`config.mk`:
```
export PLATFORM = sky130hd
export DESIGN_NAME = dmem_lsu
export DESIGN_NICKNAME = d
export VERILOG_FILES = /design/src/rtl/lsu_pkg.sv /design/src/rtl/dmem_ext.sv /design/src/rtl/dmem_lsu.sv
export SDC_FILE = /design/constraint.sdc
export NUM_CORES = 1
export LEC_CHECK = 0
export ABC_AREA = 1
export CELL_PAD_IN_SITES_DETAIL_PLACEMENT = 0
export CELL_PAD_IN_SITES_GLOBAL_PLACEMENT = 1
export CORE_UTILIZATION = 26
export DETAILED_ROUTE_END_ITERATION = 10
export GPL_ROUTABILITY_DRIVEN = 0
export PLACE_DENSITY_LB_ADDON = 0.1
export SYNTH_ARGS = -nofsm -noshare
export SYNTH_HDL_FRONTEND = slang
export SYNTH_HIERARCHICAL = 1
export SYNTH_SLANG_ARGS = --single-unit
```
`constraint.sdc`:
```
create_clock -name clk -period 1.7 [get_ports clk]
set_input_delay 0.255 -clock clk [delete_from_list [all_inputs] [get_ports clk]]
set_output_delay 0.255 -clock clk [all_outputs]
set_load 0.005 [all_outputs]
```
`src/rtl/lsu_pkg.sv`:
```
// Shared definitions for the data-memory load/store unit: access-size encodings
// and the transaction FSM state type.
package lsu_pkg;

    localparam logic [1:0] DMEM_EXT_BYTE = 2'b00;
    localparam logic [1:0] DMEM_EXT_HALF = 2'b01;
    localparam logic [1:0] DMEM_EXT_WORD = 2'b10;

    typedef enum logic [1:0] {
        ST_IDLE = 2'b00,
        ST_REQ  = 2'b01,
        ST_WAIT = 2'b10,
        ST_RESP = 2'b11
    } lsu_state_t;

endpackage

```
`src/rtl/dmem_ext.sv`:
```
// Load data lane selection and sign/zero extension for byte and half accesses;
// word accesses pass the bus data through untouched.
module dmem_ext
    import lsu_pkg::*;
(
    input  logic [31:0] raw_data,
    input  logic [1:0]  offset,
    input  logic [1:0]  size,
    input  logic        unsign,
    output logic [31:0] ext_data
);

    logic [7:0]  byte_lane;
    logic [15:0] half_lane;

    // Half lanes ignore offset[0], so a misaligned half reads as if aligned.
    always_comb begin
        byte_lane = raw_data[7:0];
        case (offset)
            2'd0: byte_lane = raw_data[7:0];
            2'd1: byte_lane = raw_data[15:8];
            2'd2: byte_lane = raw_data[23:16];
            2'd3: byte_lane = raw_data[31:24];
            default: byte_lane = raw_data[7:0];
        endcase
        half_lane = offset[1] ? raw_data[31:16] : raw_data[15:0];
    end

    always_comb begin
        ext_data = raw_data;
        case (size)
            DMEM_EXT_BYTE: ext_data = {{24{~unsign & byte_lane[7]}}, byte_lane};
            DMEM_EXT_HALF: ext_data = {{16{~unsign & half_lane[15]}}, half_lane};
            default:       ext_data = raw_data;
        endcase
    end

endmodule

```
`src/rtl/dmem_lsu.sv`:
```
// Load/store unit bridging a single-request core port to a word-wide memory bus.
// Define DMEM_MISALIGN_TRAP_EN to trap misaligned half/word accesses instead of aligning them.
module dmem_lsu
    import lsu_pkg::*;
(
    input  logic        clk,
    input  logic        rst_n,
    input  logic        core_req_valid,
    output logic        core_req_ready,
    input  logic        core_wen,
    input  logic [31:0] core_addr,
    input  logic [31:0] core_wdata,
    input  logic [1:0]  core_ext_size,
    input  logic        core_ext_unsign,
    output logic        core_rsp_valid,
    output logic [31:0] core_rsp_rdata,
    output logic        core_busy,
    output logic        misalign_err,
    output logic        mem_req_valid,
    input  logic        mem_req_ready,
    output logic        mem_wen,
    output logic [31:0] mem_addr,
    output logic [31:0] mem_wdata,
    output logic [3:0]  mem_wstrb,
    input  logic        mem_rsp_valid,
    input  logic [31:0] mem_rdata
);

    lsu_state_t  state, state_next;
    logic        wen_q;
    logic [31:0] addr_q;
    logic [31:0] wdata_q;
    logic [1:0]  size_q;
    logic        unsign_q;
    logic [31:0] rdata_q;
    logic [31:0] ext_data;
    logic [31:0] lane_wdata;
    logic [3:0]  lane_strb;
    logic        accept;
    logic        misaligned;

    assign accept = (state == ST_IDLE) && core_req_valid;

`ifdef DMEM_MISALIGN_TRAP_EN
    logic err_q;

    assign misaligned = ((core_ext_size == DMEM_EXT_HALF) && core_addr[0]) ||
                        (core_ext_size[1] && (core_addr[1:0] != 2'b00));

    always_ff @(posedge clk or negedge rst_n) begin
        if (!rst_n)
            err_q <= 1'b0;
        else if (accept)
            err_q <= misaligned;
    end

    assign misalign_err = (state == ST_RESP) && err_q;
`else
    assign misaligned   = 1'b0;
    assign misalign_err = 1'b0;
`endif

    always_ff @(posedge clk or negedge rst_n) begin
        if (!rst_n) begin
            state    <= ST_IDLE;
            wen_q    <= 1'b0;
            addr_q   <= '0;
            wdata_q  <= '0;
            size_q   <= DMEM_EXT_BYTE;
            unsign_q <= 1'b0;
            rdata_q  <= '0;
        end else begin
            state <= state_next;
            if (accept) begin
                wen_q    <= core_wen;
                addr_q   <= core_addr;
                wdata_q  <= core_wdata;
                size_q   <= core_ext_size;
                unsign_q <= core_ext_unsign;
                rdata_q  <= '0;
            end else if ((state == ST_WAIT) && mem_rsp_valid) begin
                rdata_q <= ext_data;
            end
        end
    end

    always_comb begin
        state_next = state;
        case (state)
            ST_IDLE: if (core_req_valid) state_next = misaligned ? ST_RESP : ST_REQ;
            ST_REQ:  if (mem_req_ready)  state_next = wen_q ? ST_RESP : ST_WAIT;
            ST_WAIT: if (mem_rsp_valid)  state_next = ST_RESP;
            ST_RESP: state_next = ST_IDLE;
            default: state_next = ST_IDLE;
        endcase
    end

    // Store data is replicated across lanes so the strobes alone pick the bytes written.
    always_comb begin
        lane_wdata = wdata_q;
        lane_strb  = 4'b1111;
        case (size_q)
            DMEM_EXT_BYTE: begin
                lane_wdata = {4{wdata_q[7:0]}};
                lane_strb  = 4'b0001 << addr_q[1:0];
            end
            DMEM_EXT_HALF: begin
                lane_wdata = {2{wdata_q[15:0]}};
                lane_strb  = addr_q[1] ? 4'b1100 : 4'b0011;
            end
            default: begin
                lane_wdata = wdata_q;
                lane_strb  = 4'b1111;
            end
        endcase
    end

    always_comb begin
        mem_req_valid = 1'b0;
        mem_wen       = 1'b0;
        mem_addr      = '0;
        mem_wdata     = '0;
        mem_wstrb     = 4'b0000;
        if (state == ST_REQ) begin
            mem_req_valid = 1'b1;
            mem_wen       = wen_q;
            mem_addr      = {addr_q[31:2], 2'b00};
            mem_wdata     = wen_q ? lane_wdata : 32'h0;
            mem_wstrb     = wen_q ? lane_strb : 4'b0000;
        end
    end

    dmem_ext u_ext (
        .raw_data (mem_rdata),
        .offset   (addr_q[1:0]),
        .size     (size_q),
        .unsign   (unsign_q),
        .ext_data (ext_data)
    );

    assign core_req_ready = (state == ST_IDLE);
    assign core_busy      = (state != ST_IDLE);
    assign core_rsp_valid = (state == ST_RESP);
    assign core_rsp_rdata = (state == ST_RESP) ? rdata_q : 32'h0;

endmodule
```
==> summary.txt, run 1 <==
status - complete, but fails checks
failing checks - setup timing
cts bufs inserted - 9
syn_area_per_cell - 7.08 um2
cell count after synthesis - 853
Crit path depth - 8
GRT met1 Usage - 23.9%
maximum clock path buffer count - 2
worst-path fanout max - 5
wire per inst - 16.5 um
Setup Crit Path Kind - flip-flop to output port
vias - 6280
M3 GR Usage - 3.95%
Max IR drop VDD - 709 uV
drt pass-1 iters - 5
Starting Density - 26.6%
Skew-Pair Late Insertion Delay - 360 ps
Pwr Density - 1640 nW/um2
register area - 2550 um2
Top delay family on crit path - buffers and inverters
P&R area growth vs syn - 63.9%
area fraction of the dominant cell type after synthesis - 42.3%
critical path arrival - 1790 ps
largest net degree at the start of global routing - 57
post-layout util - 43.6%
grt total ovfl - 0
GR Util met2 - 30.7%
Die Area - 23800 um2
multi-input gate area in the final layout - 3020 um2
leakage - 0.00601 uW
worst reg2reg path depth - 9
TritonCTS clock tree - built
commonest cells after routing, fill and taps aside - nand2_1 (304), nand3_1 (150), clkdlybuf4s50_1 (102)
worst flop-to-flop path startpoint - state[0]$_DFFE_PN0P_
share of layout cells above drive strength 1 - 24.2%
area of placed instances - 8640 um2
crit path cell chain - buf_4 -> ha_4 -> buf_4 -> clkbuf_16 -> buf_4 -> nand2_1 -> inv_1 -> dlymetal6s2s_1
crit share post-route - 120%
Worst Setup End Kind - output port
die height - 154 um
vias in the first global route - 6165
mapped cell area - 6040 um2
Worst Hold Class - input port to async pin
Final nets - 1230
minimum clock period - 2040 ps
cell taking the most area after synthesis - dfrtp_1
Slowest-stage cell, CP - dfrtp_1
pre-CTS setup slack - -214 ps
DRT iter0 DRCs - 303
first-pass GRT wire length - 33800 um
clock transition at the registers of the reported paths - 80 ps
number of library cell types mapped by synthesis - 24
post-route insts no fill - 1410
Final Hold Fails - 0
Buffers on Ports - 207
vias per cell - 4.45
Fill cells - 2388
setup TNS - -21240 ps
core area - 22700 um2
Placed Cells - 1335
RSZ-0062 raised after global routing - true
register area share after synthesis - 42.3%
worst slew pin tran - 564 ps
Routed WL - 23300 um
Top Usage Layer GRT - met2
DRC viols - 0
clock skew - 9.80 ps
max_cap viols - 0
WP buf/inv - 6
Top cell by count, worst path - buf_4
Max Fclk - 0.489 GHz
# rows - 55
clock root buffer - clkbuf_16
clock sink count - 102
Antenna Nets Post-Route - 0
Warnings, synthesis - 6
synth top area cells - dfrtp_1 (42%), nand2_1 (20%), nand3_1 (13%)
die width - 154 um
final setup margin - -345 ps
number of synthesized register bits - 102
hpwl dp - 15200 um
I/O Pins - 211
initial antenna violation count - 2
slowest stage delay, CP - 390 ps
Max-slew headroom - 62.4%
most common cell after layout, fill and taps aside - nand2_1
Setup violations, final - 102
startpoint class of the critical path - flip-flop
H-tree Lvls - 3
crit path launch - state[0]$_DFFE_PN0P_
all-layer global routing usage - 18.3%
final slew viol count - 0
Critical Path RT - 1440 ps
post-route cell area - 9900 um2
-- per-layer routing --
| layer | share of wire (%) | vias up |
|---|---|---|
| li1 | - | 3197 |
| met1 | 45 | 2887 |
| met2 | 49 | 181 |
| met3 | 5.5 | 15 |
| met4 | 1.1 | 0 |
| met5 | 0 | - |
-- cells by family (layout without fill, tap and decap cells) --
logic type,count (synthesis),in the layout,share of synthesized area [%]
AND/OR/NAND/NOR,551,551,40.6
flip-flops,102,102,42.3
buffers and inverters,148,417,11.9
AO/OA/AOI/OAI,46,46,4.17
adder cells (fa/ha/maj),5,5,1.04
other,1,4,0.0621
-- sequential cells by signal, summed over array words and instances, names as in the netlist --
| signal | count |
|---|---|
| rdata_q | 32 |
| wen_q | 1 |
| state | 2 |
| wdata_q | 32 |
| unsign_q | 1 |
| addr_q | 32 |
| size_q | 2 |
-- synthesized netlist by cell type --
| master | number |
|---|---|
| a21oi_1 | 16 |
| a21oi_2 | 3 |
| buf_2 | 19 |
| buf_4 | 17 |
| buf_6 | 9 |
| clkbuf_1 | 13 |
| clkinv_1 | 1 |
| conb_1 | 1 |
| dfrtp_1 | 102 |
| ha_1 | 5 |
| inv_1 | 85 |
| inv_2 | 2 |
| inv_4 | 2 |
| nand2_1 | 319 |
| nand2_2 | 4 |
| nand2_4 | 2 |
| nand3_1 | 152 |
| nand3_2 | 21 |
| nand3_4 | 1 |
| nor2_1 | 49 |
| nor2_4 | 3 |
| o21ai_0 | 8 |
| o21ai_1 | 11 |
| o22ai_1 | 8 |
-- worst register-to-register path, delay by kind of cell, from the launching register on --
kind / cells / cell delay, ps
buffers and inverters: 5 / 700
flip-flops: 1 / 390
AND/OR/NAND/NOR: 2 / 230
adder cells (fa/ha/maj): 1 / 170
AO/OA/AOI/OAI: 1 / 40
-- power by group --
group / internal (uW) / switching (uW) / total, uW
Sequential: 3550 / 833 / 4380
Clock: 1300 / 1010 / 2310
Combinational: 4680 / 4900 / 9580
Total: 9520 / 6750 / 16300
-- repair_timing --
action | CTS | global route
cloned | 3 | 12
setup buffers | 20 | 25
hold buffers | 1 | 0
pin swaps | 11 | 14
resized for setup | 267 | 109
setup endpoints to repair | 103 | 198
endpoints found under the hold margin | 18 | 0
-- metrics by stage --
step,power [uW],hold slack [ps]
2_1_floorplan,8530,-40.6
3_3_place_gp,12100,180
3_5_place_dp,12000,182
4_1_cts,15000,346
5_1_grt,17500,360
6_report,16300,346
-- worst paths after layout --
path / end / slack [ps]
setup / recovery: core_rsp_rdata[6] / -340
hold / removal: rdata_q[3]$_DFFE_PN0P_ / 350
setup reg to reg: wdata_q[7]$_DFFE_PN0P_ / 60
hold reg to reg: addr_q[11]$_DFFE_PN0P_ / 480
max in group asynchronous: rdata_q[25]$_DFFE_PN0P_ / 770
min in group clk: addr_q[28]$_DFFE_PN0P_ / 390
-- cell type report --
cell class	count	area share, %
Clock inverter	6	0.923
Inverter	90	3.59
Timing Repair Buffer	312	33.2
Multi-Input combinational cell	605	30.5
Sequential cell	102	25.8
Antenna cell	1	0.0253
Clock buffer	9	2.28
Tap cell	285	3.60
Power figures use the tool's default switching activity.
==> run 2, diff against run 1 <==
CORE_UTILIZATION = 32   (was 26)
TNS_END_PERCENT = 30   (was default)
==> summary.txt, run 2 (synthesis gave the netlist of run 1 again) <==
first-pass GRT wire length - 33200 um (-1.6%)
Die Area - 19400 um2 (-19%)
Hold Path Stages - 4
RSZ-0062 raised after global routing - true
H-tree Lvls - 3 (unchanged)
hpwl dp - 14300 um (-5.9%)
antenna cells - 0 (-1)
biggest regs - addr_q x32, rdata_q x32, wdata_q x32
all-layer global routing usage - 22.1% (+3.8 points)
Antenna Nets Post-Route - 0 (unchanged)
most common cell after layout, fill and taps aside - nand2_1
startpoint class of the critical path - flip-flop
Fill cells - 1828 (-23%)
wire per inst - 16.1 um (-2.7%)
status - complete, but fails checks
Setup violations, final - 184 (+80%)
clock transition at the registers of the reported paths - 70 ps (about the same)
maximum clock path buffer count - 2 (unchanged)
grt total ovfl - 0 (unchanged)
clock skew - 6.17 ps (-3.62 ps)
slowest stage delay, CP - 410 ps (+20 ps)
critical path arrival - 1740 ps (-50 ps)
Max IR drop VDD - 676 uV (-4.7%)
failing checks - setup timing
max_cap viols - 0 (unchanged)
die height - 139 um (-9.7%)
cts bufs inserted - 9 (unchanged)
worst reg2reg path depth - 11 (+2)
TritonCTS clock tree - built
WP buf/inv - 5 (-1)
largest net degree at the start of global routing - 49 (-14%)
Max-slew headroom - 61.0% (-1.5 points)
Slowest-stage cell, CP - dfrtp_1
crit path cell chain - buf_6 -> ha_4 -> buf_12 -> nand2_8 -> buf_6 -> clkinv_8 -> o21ai_2 -> nor2_1 -> buf_2
core area - 18200 um2 (-20%)
I/O Pins - 211 (unchanged)
worst-path fanout max - 5 (unchanged)
crit share post-route - 118% (-2.7 points)
Max Fclk - 0.500 GHz (+2.3%)
Final nets - 1213 (-1.4%)
drt pass-1 iters - 7 (+2)
Top delay family on crit path - buffers and inverters
Routed WL - 21500 um (-7.7%)
Skew-Pair Late Insertion Delay - 360 ps (about the same)
Final Power - 16300 uW (+0.37%)
multi-input gate area in the final layout - 3240 um2 (+7.2%)
Worst Hold Class - input port to flip-flop
commonest cells after routing, fill and taps aside - nand2_1 (262), nand3_1 (150), dfrtp_1 (102), clkdlybuf4s50_1 (102), buf_2 (53)
die width - 139 um (-9.7%)
Setup Crit Path Kind - flip-flop to output port
register area - 2550 um2 (about the same)
Hold Slack - 302 ps (-44.0 ps)
final slew viol count - 0 (unchanged)
# rows - 49 (-11%)
DRC viols - 0 (unchanged)
final setup margin - -299 ps (+45.7 ps)
vias per cell - 4.74 (+6.5%)
DRT iter0 DRCs - 353 (+17%)
Final Hold Fails - 0 (unchanged)
Crit path depth - 9 (+1)
worst slew pin tran - 582 ps (+18.2 ps)
share of layout cells above drive strength 1 - 33.7% (+9.5 points)
Buffers on Ports - 207 (unchanged)
initial antenna violation count - 1 (-1)
Worst Setup End Kind - output port
vias - 6341 (+0.97%)
vias in the first global route - 6151 (-0.23%)
Starting Density - 33.2% (+6.6 points)
leakage - 0.00545 uW (-9.3%)
P&R area growth vs syn - 58.5%
Pwr Density - 1710 nW/um2 (+3.8%)
clock sink count - 102 (unchanged)
Critical Path RT - 1440 ps (about the same)
minimum clock period - 2000 ps (-45.7 ps)
clock root buffer - clkbuf_16
Top cell by count, worst path - buf_6
run 2: cell types whose count changed in the layout (fill, tap and decap cells not counted), sizes merged:
cell / before / now
clkinvlp: 0 / 1
clkbuf: 34 / 49
dlygate4sd2: 11 / 6
diode: 1 / 0
dlymetal6s2s: 32 / 1
bufinv: 2 / 3
clkdlybuf4s15: 1 / 0
buf: 140 / 143
inv: 92 / 93
run 2: per-layer routing:
| layer | part of all wire [%] | track usage [%] |
|---|---|---|
| met4 | 1.3 | 6.90 |
| met1 | 44 | 29.0 |
| met2 | 49 | 36.4 |
| met5 | 0.075 | 0 |
| met3 | 5.6 | 4.44 |
run 2: final timing paths:
kind | start | endpoint | slack (ps)
worst max-delay path | state[0]$_DFFE_PN0P_ | mem_wdata[25] | -300
worst min-delay path | core_req_valid | wen_q$_DFFE_PN0P_ | 300
worst max register to register | state[0]$_DFFE_PN0P_ | wdata_q[0]$_DFFE_PN0P_ | -110
worst min register to register | addr_q[7]$_DFFE_PN0P_ | addr_q[7]$_DFFE_PN0P_ | 480
max in group asynchronous | rst_n | addr_q[23]$_DFFE_PN0P_ | 770
min in group asynchronous | rst_n | rdata_q[2]$_DFFE_PN0P_ | 340
run 2: repair_timing:
action / CTS / global route
hold buffers: 1 / 0
hold endpoints to repair: 20 / 0
resized for setup: 346 / 249
setup endpoints to repair: 150 / 191
gates cloned: 7 / 2
pin swaps: 15 / 28
setup buffers: 17 / 24
run 2: power by group:
part	internal, uW	total, uW	leakage, uW	switching (uW)
sequential	3550	4530	0.00126	982
clock	1460	2450	0.000165	993
combinational	4360	9350	0.00402	4990
run 2: per-stage QoR:
stage / TNS (ps) / instances / util (%) / setup slack, ps / instance area, um2
after floorplan: 0 / 855 / - / 140 / 6040
after global placement: -14200 / 1273 / 46.3 / -274 / 8440
after detailed placement: -13530 / 1273 / 46.3 / -249 / 8440
after CTS: -23700 / 1314 / 49.6 / -289 / 9020
after global routing: -33880 / 1337 / 52.6 / -368 / 9570
final: -20530 / 1337 / 52.6 / -299 / 9570
run 2: worst register-to-register path, cell delays in order (launching register included):
cell	delay (ps)
dfrtp_1	410
buf_6	130
buf_6	110
buf_6	110
inv_4	50
ha_4	140
buf_6	110
buf_6	120
nand2_8	90
buf_12	180
nor2_1	150
a21oi_1	80
run 2: cell type report:
type                    count  area share (%)
clock buffers              10            2.39
clock inverters             6            1.23
inverters                  90            3.66
multi-input cells         605            33.8
flip-flops and latches    102            26.7
well taps                 229            2.99
repair buffers            292            28.9
repair inverters            3           0.353
==> run 3, diff against run 2 <==
REMOVE_ABC_BUFFERS = 1   (was default)
==> summary.txt, run 3 (synthesis gave the netlist of run 1 again) <==
Skew-Pair Late Insertion Delay - 360 ps (about the same)
P&R area growth vs syn - 55.6%
maximum clock path buffer count - 2 (unchanged)
Max Fclk - 0.513 GHz (+2.6%)
status - complete, but fails checks
Worst Setup End Kind - output port
Top delay family on crit path - buffers and inverters
final slew viol count - 0 (unchanged)
H-tree Lvls - 3 (unchanged)
die height - 139 um (unchanged)
post-route insts no fill - 1334 (-0.22%)
Die Area - 19400 um2 (unchanged)
Top cell by count, worst path - buf_6
Final Power - 15400 uW (-5.4%)
Final Hold Fails - 0 (unchanged)
Final nets - 1209 (-0.33%)
Setup Crit Path Kind - flip-flop to output port
biggest regs - addr_q x32, rdata_q x32, wdata_q x32
wire per inst - 15.6 um (-2.7%)
slowest stage delay, CP - 390 ps (-20 ps)
worst reg2reg path depth - 10 (-1)
failing checks - setup timing
Routed WL - 20900 um (-2.9%)
drt pass-1 iters - 4 (-3)
hpwl dp - 13600 um (-5.2%)
final setup margin - -249 ps (+50.2 ps)
# rows - 49 (unchanged)
reg-to-reg slack, setup - 20 ps (+130 ps)
DRC viols - 0 (unchanged)
Placed Cells - 1281 (+0.63%)
first-pass GRT wire length - 33500 um (+0.92%)
Worst setup endpoint - mem_wdata[19]
minimum clock period - 1950 ps (-50.2 ps)
crit path launch - state[0]$_DFFE_PN0P_
vias - 6319 (-0.35%)
Setup violations, final - 101 (-45%)
cts bufs inserted - 9 (unchanged)
critical path arrival - 1690 ps (-50 ps)
Slowest-stage cell, CP - dfrtp_1
DRT iter0 DRCs - 295 (-16%)
most common cell after layout, fill and taps aside - nand2_1
I/O Pins - 211 (unchanged)
setup TNS - -13770 ps (+6760 ps)
die width - 139 um (unchanged)
Starting Density - 33.2% (unchanged)
Buffers on Ports - 207 (unchanged)
Antenna Nets Post-Route - 0 (unchanged)
Critical Path RT - 1440 ps (about the same)
leakage - 0.00535 uW (-1.9%)
commonest cells after routing, fill and taps aside - nand2_1 (270), nand3_1 (152), clkdlybuf4s50_1 (102)
Pwr Density - 1640 nW/um2 (-3.7%)
crit share post-route - 115% (-3.0 points)
grt total ovfl - 0 (unchanged)
vias per cell - 4.74 (-0.12%)
clock sink count - 102 (unchanged)
largest net degree at the start of global routing - 60 (+22%)
clock transition at the registers of the reported paths - 70 ps (about the same)
worst flop-to-flop path startpoint - state[0]$_DFFE_PN0P_
clock root buffer - clkbuf_16
vias in the first global route - 6283 (+2.1%)
clock skew - 7.73 ps (+1.55 ps)
share of layout cells above drive strength 1 - 31.9% (-1.8 points)
Worst Hold Class - input port to flip-flop
initial antenna violation count - 2 (+1)
terminus of the critical flop-to-flop path - state[0]$_DFFE_PN0P_
core area - 18200 um2 (unchanged)
worst-path fanout max - 5 (unchanged)
Max IR drop VDD - 744 uV (+10%)
all-layer global routing usage - 22.0% (-0.069 points)
WP buf/inv - 4 (-1)
crit path cell chain - buf_6 -> ha_4 -> nand2_8 -> inv_8 -> buf_6 -> o21ai_2 -> a21oi_1 -> buf_2
startpoint class of the critical path - flip-flop
TritonCTS clock tree - built
Crit path depth - 8 (-1)
max_cap viols - 0 (unchanged)
RSZ-0062 raised after global routing - true
run 3: worst min-delay path by stage:
stage,startpoint,cells after the start,endpoint,slack (ps)
2_1_floorplan,rst_n,0,addr_q[0]$_DFFE_PN0P_,-40
3_3_place_gp,rst_n,1,rdata_q[9]$_DFFE_PN0P_,250
3_5_place_dp,rst_n,1,rdata_q[9]$_DFFE_PN0P_,250
4_1_cts,core_req_valid,4,wen_q$_DFFE_PN0P_,270
5_1_grt,core_req_valid,4,wen_q$_DFFE_PN0P_,340
6_report,core_req_valid,4,wen_q$_DFFE_PN0P_,310
run 3: area by class of cell:
cell class	count	area (um2)
clock inverters	6	52.6
clock buffers	10	239
flip-flops and latches	102	2550
fillers	1830	8810
well taps	229	287
repair buffers	288	2690
inverters	90	353
repair inverters	3	33.8
multi-input cells	605	3190
diodes	1	2.50
run 3: report_power, final:
| part | internal (uW) | leakage (uW) | switching [uW] |
|---|---|---|---|
| Sequential | 3550 | 0.00126 | 898 |
| Combinational | 4040 | 0.00394 | 4860 |
| Clock | 1060 | 0.000143 | 1040 |
run 3: repair_timing:
item | 4_1_cts | 5_1_grt
hold buffers | 1 | 0
endpoints found under the hold margin | 25 | 0
setup buffers | 22 | 9
gates resized for setup | 383 | 177
setup endpoints to repair | 103 | 154
cloned | 8 | 0
pin swaps | 14 | 13
run 3: routing by layer:
metal,track usage (%),wire [um]
met1,28.2,9240
met2,36.5,10100
met3,5.64,1240
met4,6.20,246
met5,0,13
run 3: through the flow:
stage          hold WS (ps)  instance area (um2)  utilization, %  setup WS (ps)
6_report                307                 9400            51.6           -249
5_1_grt                 336                 9390            51.6           -309
4_1_cts                 268                 9240            50.8           -323
3_5_place_dp            249                 8590            47.2           -245
3_3_place_gp            253                 8590            47.2           -204
2_1_floorplan         -40.6                 5670               -          -1830
run 3: worst reg2reg max path: stages, from the launching register on:
cell	delay, ps
dfrtp_1	410
buf_6	130
ha_4	180
buf_8	140
buf_12	150
buf_4	150
buf_4	130
nand3_1	90
nand3_1	70
nand2_1	70
nand2_1	60
==> patch: new RTL, flow settings as in run 3 <==
Re-encode `lsu_state_t` (4 states) as Gray code, 2 bits wide.
--- a/src/rtl/lsu_pkg.sv
+++ b/src/rtl/lsu_pkg.sv
@@ -9,8 +9,8 @@
     typedef enum logic [1:0] {
         ST_IDLE = 2'b00,
         ST_REQ  = 2'b01,
-        ST_WAIT = 2'b10,
-        ST_RESP = 2'b11
+        ST_WAIT = 2'b11,
+        ST_RESP = 2'b10
     } lsu_state_t;
 
 endpackage
Behaviour: no difference found for any inputs over 10 cycles, from zero or initial values and one cycle with rst_n low; not proved beyond that.
==> patch against run 3 <==
- the flow still finishes with violations (setup timing)
- synthesized area is 1.8% higher
- via count rose by 4.0%
- power is 5.9% higher
- wire length rose by 1.6%
- combinational power increased by 12%
- setup slack better by 0.12 ns
- maximum frequency up 6.4%
- final area grew 3.9%
- sequential cell count unchanged
- worst hold slack improved by 0.099 ns
- critical endpoint is now core_rsp_rdata[15]
- largest power group unchanged
==> patch: results (changes against run 3) <==
status=finished with violations; violated checks=setup timing; Yosys cell types=25 (+4.2%); H-tree levels=3 (unchanged); detailed placement HPWL=14,600 um (+7.3%); post-synthesis mux area share=0 (unchanged); P_sw=7.17 mW (+5.6%); fillers=1,920 (+4.9%); Reg2Reg Setup Slack=0.03 ns; register area share after synthesis=0.415 (-0.00740); Initial DRC Count=215 (-27%); Vias/cell=4.73 (about the same); largest net degree at the start of global routing=40 (-33%); main flop type after synthesis=dfrtp_1; Setup violations, final=62 (-39%); Synth Area in Compound Gates=0.0124 (-0.0292); layout cell share with drive strength beyond 1=0.307 (-0.0115); vias in the first global route=6,257 (-0.41%); sequential power share=0.258 (-0.030); worst path arrival time=1.58 ns (-0.11 ns); antenna violations before repair=0 (-2); post-route setup slack=-0.132 ns (+0.117 ns); crit path to=core_rsp_rdata[15]; Synth top cells by count=nand2_1, nand3_1, dfrtp_1, inv_1, nor2_1; CP top delay family=buffers and inverters; DR pass1 iterations=5 (+1); ANT cells=0 (-1); post-synthesis async set-or-reset flop share=1.00 (unchanged); Worst R2R End=rdata_q[15]; DRT Wirelength=21,200 um (+1.6%); first-pass GRT wire length=32,700 um (-2.5%); Worst Path Max Fanout=4 (-1); Leakage=5.06 nW (-5.3%); area share of fa/ha/maj cells after synthesis=0 (-0.0104); NumNets Final=1,255 (+3.8%); ranking of synthesized cells by area=dfrtp_1, nand2_1, nand3_1; Power Dens Cells=1670 mW/mm^2 (+1.8%); Final TNS setup=-3.30 ns (+10.47 ns); Total GRT Usage=0.211 (-0.00901)
patch: layer usage:
layer  up-vias  GRT usage  share of wire
met4         0     0.0435         0.0053
met1      3108      0.278           0.46
met5         -          0              0
met2       143      0.361           0.49
li1       3317          -              -
met3         6     0.0391          0.046
patch: final cells by class:
cell class,count,area share
Multi-Input combinational cell,635,0.347
Timing Repair Buffer,301,0.290
Sequential cell,102,0.262
Inverter,101,0.0407
Tap cell,234,0.0300
Clock buffer,10,0.0234
Clock inverter,6,0.00717
patch: cells by family after synthesis:
group,count (synthesis)
buffers and inverters,169
AOI/OAI and AO/OA,14
other,1
and+or+nand+nor,618
DFF,102
patch: per-stage QoR:
stage / cell area (um^2) / utilization / cells / hold slack, ns / setup slack, ns
6_report: 9770 / 0.520 / 1389 / 0.406 / -0.132
3_3_place_gp: 8780 / 0.468 / 1341 / 0.245 / -0.153
2_1_floorplan: 5790 / - / 838 / -0.0406 / -1.36
4_1_cts: 9420 / 0.502 / 1374 / 0.424 / -0.180
3_5_place_dp: 8780 / 0.468 / 1341 / 0.246 / -0.144
5_1_grt: 9770 / 0.520 / 1389 / 0.448 / -0.221
patch: timing repair:
item	CTS	global route
endpoints found under the hold margin	29	0
setup endpoints to repair	103	201
gates cloned	3	4
pin swaps	11	19
hold buffers	1	0
setup buffers	13	11
resized for setup	388	186
patch: how the worst min path moves through the flow:
stage | startpoint | end | slack, ns | cells after the start
after floorplan | rst_n | addr_q[0] | -0.04 | 0
after detailed placement | rst_n | rdata_q[1] | 0.25 | 1
after global routing | rst_n | rdata_q[1] | 0.45 | 2
after CTS | rst_n | rdata_q[1] | 0.42 | 2
final | rst_n | rdata_q[1] | 0.41 | 2
after global placement | rst_n | rdata_q[1] | 0.24 | 1
